[src/rtl/mul_iter_pkg.sv]
// mul_iter_pkg -- shared constants, state type and helpers for the iterative
// 32x32 -> 64 multiplier (mul_iter).
//   OP_W      operand width
//   STEPS_R2  iterations for the radix-2 datapath
//   STEPS_R4  iterations for the radix-4 (modified Booth) datapath
//   ACC_W     width of the running upper partial product (two guard bits)
//   CNT_W     step counter width
// Build option: MUL_ITER_RADIX4_EN selects the radix-4 datapath in the
// files that import this package.
package mul_iter_pkg;

    localparam int unsigned OP_W     = 32;
    localparam int unsigned STEPS_R2 = 32;
    localparam int unsigned STEPS_R4 = 16;
    localparam int unsigned ACC_W    = OP_W + 2;
    localparam int unsigned CNT_W    = 5;

    typedef enum logic [1:0] {
        IDLE = 2'd0,
        BUSY = 2'd1,
        DONE = 2'd2
    } state_t;

    // Widen an operand by one bit: sign bit for signed mode, zero for unsigned.
    function automatic logic [OP_W:0] ext_operand(input logic [OP_W-1:0] v,
                                                  input logic is_unsigned);
        ext_operand = {(~is_unsigned & v[OP_W-1]), v};
    endfunction

endpackage

[src/rtl/mul_iter_step.sv]
// mul_iter_step -- one combinational iteration of the shift-add multiplier.
// The product is held as {acc, q}: acc is the signed upper partial product,
// q holds the not-yet-consumed multiplier bits, and the low product bits
// shift into q from the top.
// Build option MUL_ITER_RADIX4_EN: radix-4 modified Booth (2 bits per step,
// carries a previous-bit input), otherwise radix-2 (1 bit per step).
// Ports:
//   i_acc/o_acc  upper partial product (ACC_W bits, two's complement)
//   i_q/o_q      multiplier / low product shift register
//   i_prev/o_prev  Booth overlap bit (radix-4 build only)
//   i_xe         multiplicand widened by one bit (sign or zero)
//   i_last       this is the final iteration
//   i_unsigned   unsigned product mode
module mul_iter_step
    import mul_iter_pkg::*;
(
    input  logic [ACC_W-1:0] i_acc,
    input  logic [OP_W-1:0]  i_q,
`ifdef MUL_ITER_RADIX4_EN
    input  logic             i_prev,
    output logic             o_prev,
`endif
    input  logic [OP_W:0]    i_xe,
    input  logic             i_last,
    input  logic             i_unsigned,
    output logic [ACC_W-1:0] o_acc,
    output logic [OP_W-1:0]  o_q
);

`ifdef MUL_ITER_RADIX4_EN
    localparam int unsigned SUM_W = ACC_W + 2;

    logic [SUM_W-1:0] w_acc_ext;
    logic [SUM_W-1:0] w_x1;
    logic [SUM_W-1:0] w_x2;
    logic [SUM_W-1:0] w_x3;
    logic [SUM_W-1:0] w_x4;
    logic [SUM_W-1:0] w_mult;
    logic [SUM_W-1:0] w_sum;
    logic [2:0]       w_grp;

    // Booth digit selection, add and 2-bit arithmetic shift.
    // Unsigned mode folds the implicit +2^32*x*y[31] correction into the last
    // digit, which then ranges 0..+4 instead of -2..+2.
    always_comb begin
        w_acc_ext = {{(SUM_W-ACC_W){i_acc[ACC_W-1]}}, i_acc};
        w_x1      = {{(SUM_W-OP_W-1){i_xe[OP_W]}}, i_xe};
        w_x2      = w_x1 << 1;
        w_x4      = w_x1 << 2;
        w_x3      = w_x1 + w_x2;
        w_grp     = {i_q[1], i_q[0], i_prev};
        w_mult    = '0;
        if (i_last && i_unsigned) begin
            case (w_grp)
                3'b000:  w_mult = '0;
                3'b001:  w_mult = w_x1;
                3'b010:  w_mult = w_x1;
                3'b011:  w_mult = w_x2;
                3'b100:  w_mult = w_x2;
                3'b101:  w_mult = w_x3;
                3'b110:  w_mult = w_x3;
                3'b111:  w_mult = w_x4;
                default: w_mult = '0;
            endcase
        end else begin
            case (w_grp)
                3'b000:  w_mult = '0;
                3'b001:  w_mult = w_x1;
                3'b010:  w_mult = w_x1;
                3'b011:  w_mult = w_x2;
                3'b100:  w_mult = -w_x2;
                3'b101:  w_mult = -w_x1;
                3'b110:  w_mult = -w_x1;
                3'b111:  w_mult = '0;
                default: w_mult = '0;
            endcase
        end
        w_sum  = w_acc_ext + w_mult;
        o_acc  = w_sum[SUM_W-1:2];
        o_q    = {w_sum[1:0], i_q[OP_W-1:2]};
        o_prev = i_q[1];
    end
`else
    localparam int unsigned SUM_W = ACC_W + 1;

    logic [SUM_W-1:0] w_acc_ext;
    logic [SUM_W-1:0] w_x_ext;
    logic [SUM_W-1:0] w_sum;

    // Conditional add and 1-bit arithmetic shift. In signed mode bit 31 of
    // the multiplier has weight -2^31, so the last step subtracts.
    always_comb begin
        w_acc_ext = {{(SUM_W-ACC_W){i_acc[ACC_W-1]}}, i_acc};
        w_x_ext   = {{(SUM_W-OP_W-1){i_xe[OP_W]}}, i_xe};
        if (i_q[0]) begin
            if (i_last && !i_unsigned) begin
                w_sum = w_acc_ext - w_x_ext;
            end else begin
                w_sum = w_acc_ext + w_x_ext;
            end
        end else begin
            w_sum = w_acc_ext;
        end
        o_acc = w_sum[SUM_W-1:1];
        o_q   = {w_sum[0], i_q[OP_W-1:1]};
    end
`endif

endmodule

[src/rtl/mul_iter.sv]
// mul_iter -- iterative 32x32 -> 64 multiplier, signed or unsigned.
// Handshake: initiator holds run high; stall stays high until z is valid.
// Build option MUL_ITER_RADIX4_EN: radix-4 Booth, 16 steps (stall 17 cycles);
// default radix-2, 32 steps (stall 33 cycles).
// Ports:
//   clk          system clock, rising edge
//   rst          asynchronous active-high reset
//   run          operation request, held for the whole operation
//   op_unsigned  1 = unsigned, 0 = two's-complement product
//   x, y         operands, captured on the accept cycle only
//   stall        high while the result is not yet valid (combinational)
//   z            64-bit product, straight from the working registers
module mul_iter
    import mul_iter_pkg::*;
(
    input  logic              clk,
    input  logic              rst,
    input  logic              run,
    input  logic              op_unsigned,
    input  logic [OP_W-1:0]   x,
    input  logic [OP_W-1:0]   y,
    output logic              stall,
    output logic [2*OP_W-1:0] z
);

`ifdef MUL_ITER_RADIX4_EN
    localparam int unsigned STEPS = STEPS_R4;
`else
    localparam int unsigned STEPS = STEPS_R2;
`endif
    localparam logic [CNT_W-1:0] LAST_CNT = CNT_W'(STEPS - 1);

    state_t           r_state;
    state_t           w_next;
    logic [CNT_W-1:0] r_cnt;
    logic [ACC_W-1:0] r_acc;
    logic [OP_W-1:0]  r_q;
    logic [OP_W:0]    r_xe;
    logic             r_uns;
    logic [ACC_W-1:0] w_acc_n;
    logic [OP_W-1:0]  w_q_n;
    logic             w_last;
    logic             w_accept;
    logic             w_step;
`ifdef MUL_ITER_RADIX4_EN
    logic             r_prev;
    logic             w_prev_n;
`endif

    assign w_last   = (r_cnt == LAST_CNT);
    assign w_accept = (r_state == IDLE) && run;
    assign w_step   = (r_state == BUSY) && run;
    // The product lives in the working registers; no separate result copy.
    assign z        = {r_acc[OP_W-1:0], r_q};

    mul_iter_step u_step (
        .i_acc      (r_acc),
        .i_q        (r_q),
`ifdef MUL_ITER_RADIX4_EN
        .i_prev     (r_prev),
        .o_prev     (w_prev_n),
`endif
        .i_xe       (r_xe),
        .i_last     (w_last),
        .i_unsigned (r_uns),
        .o_acc      (w_acc_n),
        .o_q        (w_q_n)
    );

    // State register.
    always_ff @(posedge clk or posedge rst) begin
        if (rst) begin
            r_state <= IDLE;
        end else begin
            r_state <= w_next;
        end
    end

    // Next-state and stall decode. Dropping run anywhere returns to IDLE.
    always_comb begin
        w_next = r_state;
        stall  = 1'b0;
        case (r_state)
            IDLE: begin
                stall  = run;
                w_next = run ? BUSY : IDLE;
            end
            BUSY: begin
                stall = 1'b1;
                if (!run) begin
                    w_next = IDLE;
                end else if (w_last) begin
                    w_next = DONE;
                end else begin
                    w_next = BUSY;
                end
            end
            DONE: begin
                stall  = 1'b0;
                w_next = run ? DONE : IDLE;
            end
            default: begin
                stall  = run;
                w_next = IDLE;
            end
        endcase
    end

    // Operand capture on accept, one iteration per BUSY cycle, hold otherwise.
    always_ff @(posedge clk or posedge rst) begin
        if (rst) begin
            r_cnt  <= '0;
            r_acc  <= '0;
            r_q    <= '0;
            r_xe   <= '0;
            r_uns  <= 1'b0;
`ifdef MUL_ITER_RADIX4_EN
            r_prev <= 1'b0;
`endif
        end else if (w_accept) begin
            r_cnt  <= '0;
            r_acc  <= '0;
            r_q    <= y;
            r_xe   <= ext_operand(x, op_unsigned);
            r_uns  <= op_unsigned;
`ifdef MUL_ITER_RADIX4_EN
            r_prev <= 1'b0;
`endif
        end else if (w_step) begin
            r_cnt  <= r_cnt + CNT_W'(1);
            r_acc  <= w_acc_n;
            r_q    <= w_q_n;
`ifdef MUL_ITER_RADIX4_EN
            r_prev <= w_prev_n;
`endif
        end
    end

endmodule

[config.mk]
export PLATFORM = sky130hd
export DESIGN_NAME = mul_iter
export DESIGN_NICKNAME = d
export VERILOG_FILES = /design/src/rtl/mul_iter_pkg.sv /design/src/rtl/mul_iter_step.sv /design/src/rtl/mul_iter.sv
export SDC_FILE = /design/constraint.sdc
export NUM_CORES = 1
export LEC_CHECK = 0
export ABC_AREA = 1
export CAP_MARGIN = 10
export CORE_MARGIN = 5
export CORE_UTILIZATION = 35
export DETAILED_ROUTE_END_ITERATION = 10
export HOLD_SLACK_MARGIN = 0.06
export PLACE_DENSITY_LB_ADDON = 0.12
export SYNTH_ARGS = -nofsm -noshare
export SYNTH_HDL_FRONTEND = slang
export SYNTH_HIERARCHICAL = 1
export SYNTH_SLANG_ARGS = --single-unit
export TNS_END_PERCENT = 1
[constraint.sdc]
create_clock -name clk -period 3.75 [get_ports clk]
set_input_delay 0.75 -clock clk [delete_from_list [all_inputs] [get_ports clk]]
set_output_delay 0.75 -clock clk [all_outputs]
set_load 0.005 [all_outputs]
==> results.md <==
- Status: complete, no violations
- IO buf count: between 100 and 150
- GRT Total Usage: 0.182
- Hold_sp: r_cnt[4]
- Core ar.: roughly 0.024 mm2
- Syn Inst Count: 1,259
- Crit-path max cell delay: 380 ps
- Num CTS Buffers: 9
- Setup TNS: 0 ps
- CTS tree: built
- Seq/Total Area, Yosys: 0.314
- Yosys warns: 6
- Unrepaired setup endpoints after global routing: true
- Max-slew violation count: 0
- R2R depth: 22
- Slowest cell on crit path: dfrtp_1
- Number of global-route vias before repair: between 7,000 and 8,000
- HPWL after DPL: 19,300 um
- Final #Nets: roughly 1,400
- Crit-path max FO: 24
- Iter 0 DRT Violations: 473
- Min-Delay Endpoint: r_cnt[4]
- H-tree depth: 3
- Most frequent CP cell: nand2_1
- CP endpoint kind: flop
- Largest net degree at the start of global routing: 85
- Starting Density: 0.353
- Clk_skew: approximately 12 ps
- Ant. Diodes: 0
- Buffer and inverter count on the worst path: 3
- Slew at the pin closest to its max-slew limit: 735 ps
- FF-to-FF Start: r_cnt[1]
- Worst Hold Slack: between 400 and 500 ps
- Synth Area per Inst: around 6.8 um2
- Share of cells above drive strength 1: 0.0871
- Finished Layout Cells: approximately 1,600
- CTS clk-pin slew, worst paths: approximately 90 ps
- Cell Area, Placed: approximately 0.0098 mm2
- Via/cell ratio: 4.81
- Routed Antenna Nets: 0
- FF+latch count, synth: about 110
- Ys async rst share: 1.00
- Site row count: 57
- Final setup viols: 0
- Critical Path RT: between 4000 and 5000 ps
- Area growth, synth to finish: 20.1%
- Period utilization: 0.921
- Post-layout power: ~5.6 mW
- Clock sinks: 107
- EDFF count, synth: 0
- Primary FF master, synth: dfrtp_1
- Root Buffer: clkbuf_16
- Drt first pass iters: 4
- Max-cap violations: 0
- Setup slack after layout: between 200 and 300 ps
- Die ar.: 0.0276 mm2
- Cell Chain, Critical Path: ha_1 > nand2_1 > nor2_1 > ha_2 > inv_1 > nor2_2 > inv_1 > buf_12 > nand2_1 > xor2_1 > ha_1 > a21oi_1 > o21ai_0 > a21oi_1 > o21ai_4 > nand3b_1 > nand2_1 > nand2_1 > nand3_1 > nand2_1 > nand3_1 > nand2_1
- # IOs: 133
- Final core utilization: 0.424
- Via Count: just under 8,000
- Worst min-delay path class: reg2reg
- Syn_nets: 1,369
- Leak Pwr: 4.94 nW
- DR WL/cell: 15.4 um
- Worst skew pair latency: 370 ps
- Grt total ovfl: 0
- WS Path Type: reg2reg
- Post-Synthesis Cell Area: about 0.0085 mm2
- Critical Path AT: roughly 3800 ps
- Netlist cell types: 43
- Worst ir drop on vdd: between 0.3 and 0.4 mV
- Die W: about 170 um
- Max_slew headroom: 0.510
- Power per cell area: about 550 mW/mm2
- Fmax: 0.289 GHz
- Chip Height: approximately 170 um
- Design Area, Final: roughly 0.010 mm2
- Clock Path Buffers: 2
- Initial antenna violation count: 0
- Fin. Hold Viols: 0
- Hold Path Depth: 2
- FF-to-FF setup slack: between 200 and 300 ps
- Gp weighted congestion: between 0.8 and 0.9
- First-pass GRT wire length: between 40,000 and 50,000 um
- Number of cells after detailed placement: between 1,500 and 2,000
- Total wire length: between 20,000 and 30,000 um
- Nature of the critical path startpoint: flop
- Pre-CTS WS: between 200 and 300 ps
- Post-route DRC: 0
- End of the worst register-to-register path: r_acc[28]
- Cell family with the largest share of critical-path delay: simple AND/OR/NAND/NOR gates
- Tmin final: about 3500 ps
[placed cells by master, fill, tap and decap left out, types with 9 or more instances in the layout]
master	Yosys	routed
nand2_1	423	420
clkdlybuf4s50_1	0	132
dfrtp_1	107	107
nor2_1	110	103
inv_1	84	82
o21ai_0	84	81
nand3_1	72	70
a21oi_1	53	46
ha_1	41	39
xor2_1	28	26
o21ai_1	27	25
buf_4	66	13
nor2_2	7	13
xnor2_1	15	13
nand2_2	9	11
nor3_1	13	11
nand4_1	11	11
a21oi_2	3	10
clkbuf_16	0	9
[tightest hold or removal path: cells and delay by family, from the launching register on]
family / cells / cell delay, ps
flops: 1 / 360
simple gates: 2 / 110
[metal layers]
layer  vias up  wire, um  track usage
met3        18      1420       0.0459
met5         -         0            0
met1      3617     12400        0.256
li1       4110         -            -
met4         0       279       0.0316
met2       160     11200        0.288
[sequential cells by signal, summed over array words and instances (netlist names)]
name and flops:
r_q 32, r_uns 1, r_acc 34, r_xe 33, r_cnt 5, r_state 2
[kinds of logic (layout without fill, tap and decap cells)]
logic type / Yosys count / count (layout) / synth area share
AOI/OAI and AO/OA: 193 / 193 / 0.124
and+or+nand+nor: 679 / 679 / 0.337
xor gates and xnor gates: 43 / 43 / 0.0441
DFF: 107 / 107 / 0.314
buffers and inverters: 195 / 256 / 0.119
adders and majority gates: 42 / 42 / 0.0624
[worst max path at each step]
stage | startpoint | endpoint | slack, ps | depth (start not counted)
floorplan | rst | r_acc[0] | 180 | 1
global placement | r_cnt[0] | r_acc[26] | 240 | 23
detailed placement | r_cnt[0] | r_acc[26] | 250 | 23
CTS | r_cnt[0] | r_acc[26] | 220 | 23
global route | r_cnt[0] | r_acc[29] | -6 | 25
finish | r_cnt[1] | r_acc[28] | 290 | 22
[where the power goes]
part | total [mW] | internal [mW] | leakage, nW | switching, mW
registers | 1.80 | 1.45 | 1.37 | 0.351
logic | 2.78 | 1.21 | 3.41 | 1.57
clock network | 1.04 | 0.492 | 0.156 | 0.552
[cell usage after synthesis (2+ instances only)]
library cell | instances | area [um2]
xor2_1 | 28 | 245
clkinv_1 | 2 | 7.51
buf_2 | 23 | 115
a21oi_1 | 53 | 265
or2_1 | 5 | 31.3
a21oi_2 | 3 | 26.3
o21bai_1 | 3 | 22.5
nand3_1 | 72 | 360
a31oi_1 | 7 | 43.8
o31ai_1 | 2 | 15.0
o21ai_1 | 27 | 135
nand2_1 | 423 | 1590
nor3_1 | 13 | 65.1
clkbuf_1 | 12 | 45.0
nand2_2 | 9 | 56.3
o21a_1 | 5 | 37.5
buf_4 | 66 | 495
ha_1 | 41 | 513
dfrtp_1 | 107 | 2680
xnor2_1 | 15 | 131
buf_1 | 2 | 7.51
o21ai_2 | 4 | 35.0
o21ai_0 | 84 | 420
nand4_1 | 11 | 68.8
inv_2 | 5 | 18.8
inv_1 | 84 | 315
nand3_2 | 5 | 50.1
nor2_4 | 6 | 67.6
nand3b_1 | 8 | 60.1
nor2_1 | 110 | 413
or2_2 | 6 | 37.5
nor2_2 | 7 | 43.8
[cell type report]
type                    count  area (um2)
fillers                  2587       13900
multi-input cells         957        5000
flip-flops and latches    107        2680
repair buffers            149        1500
well taps                 324         405
inverters                  91         344
clock buffers               9         225
clock inverters             7         101
[timing repair]
| item | 4_1_cts | 5_1_grt |
|---|---|---|
| setup buffers | 0 | 2 |
| endpoints found under the setup margin | 0 | 20 |
| hold buffers | 0 | 0 |
| resized for setup | 0 | 40 |
Power figures use the tool's default switching activity.
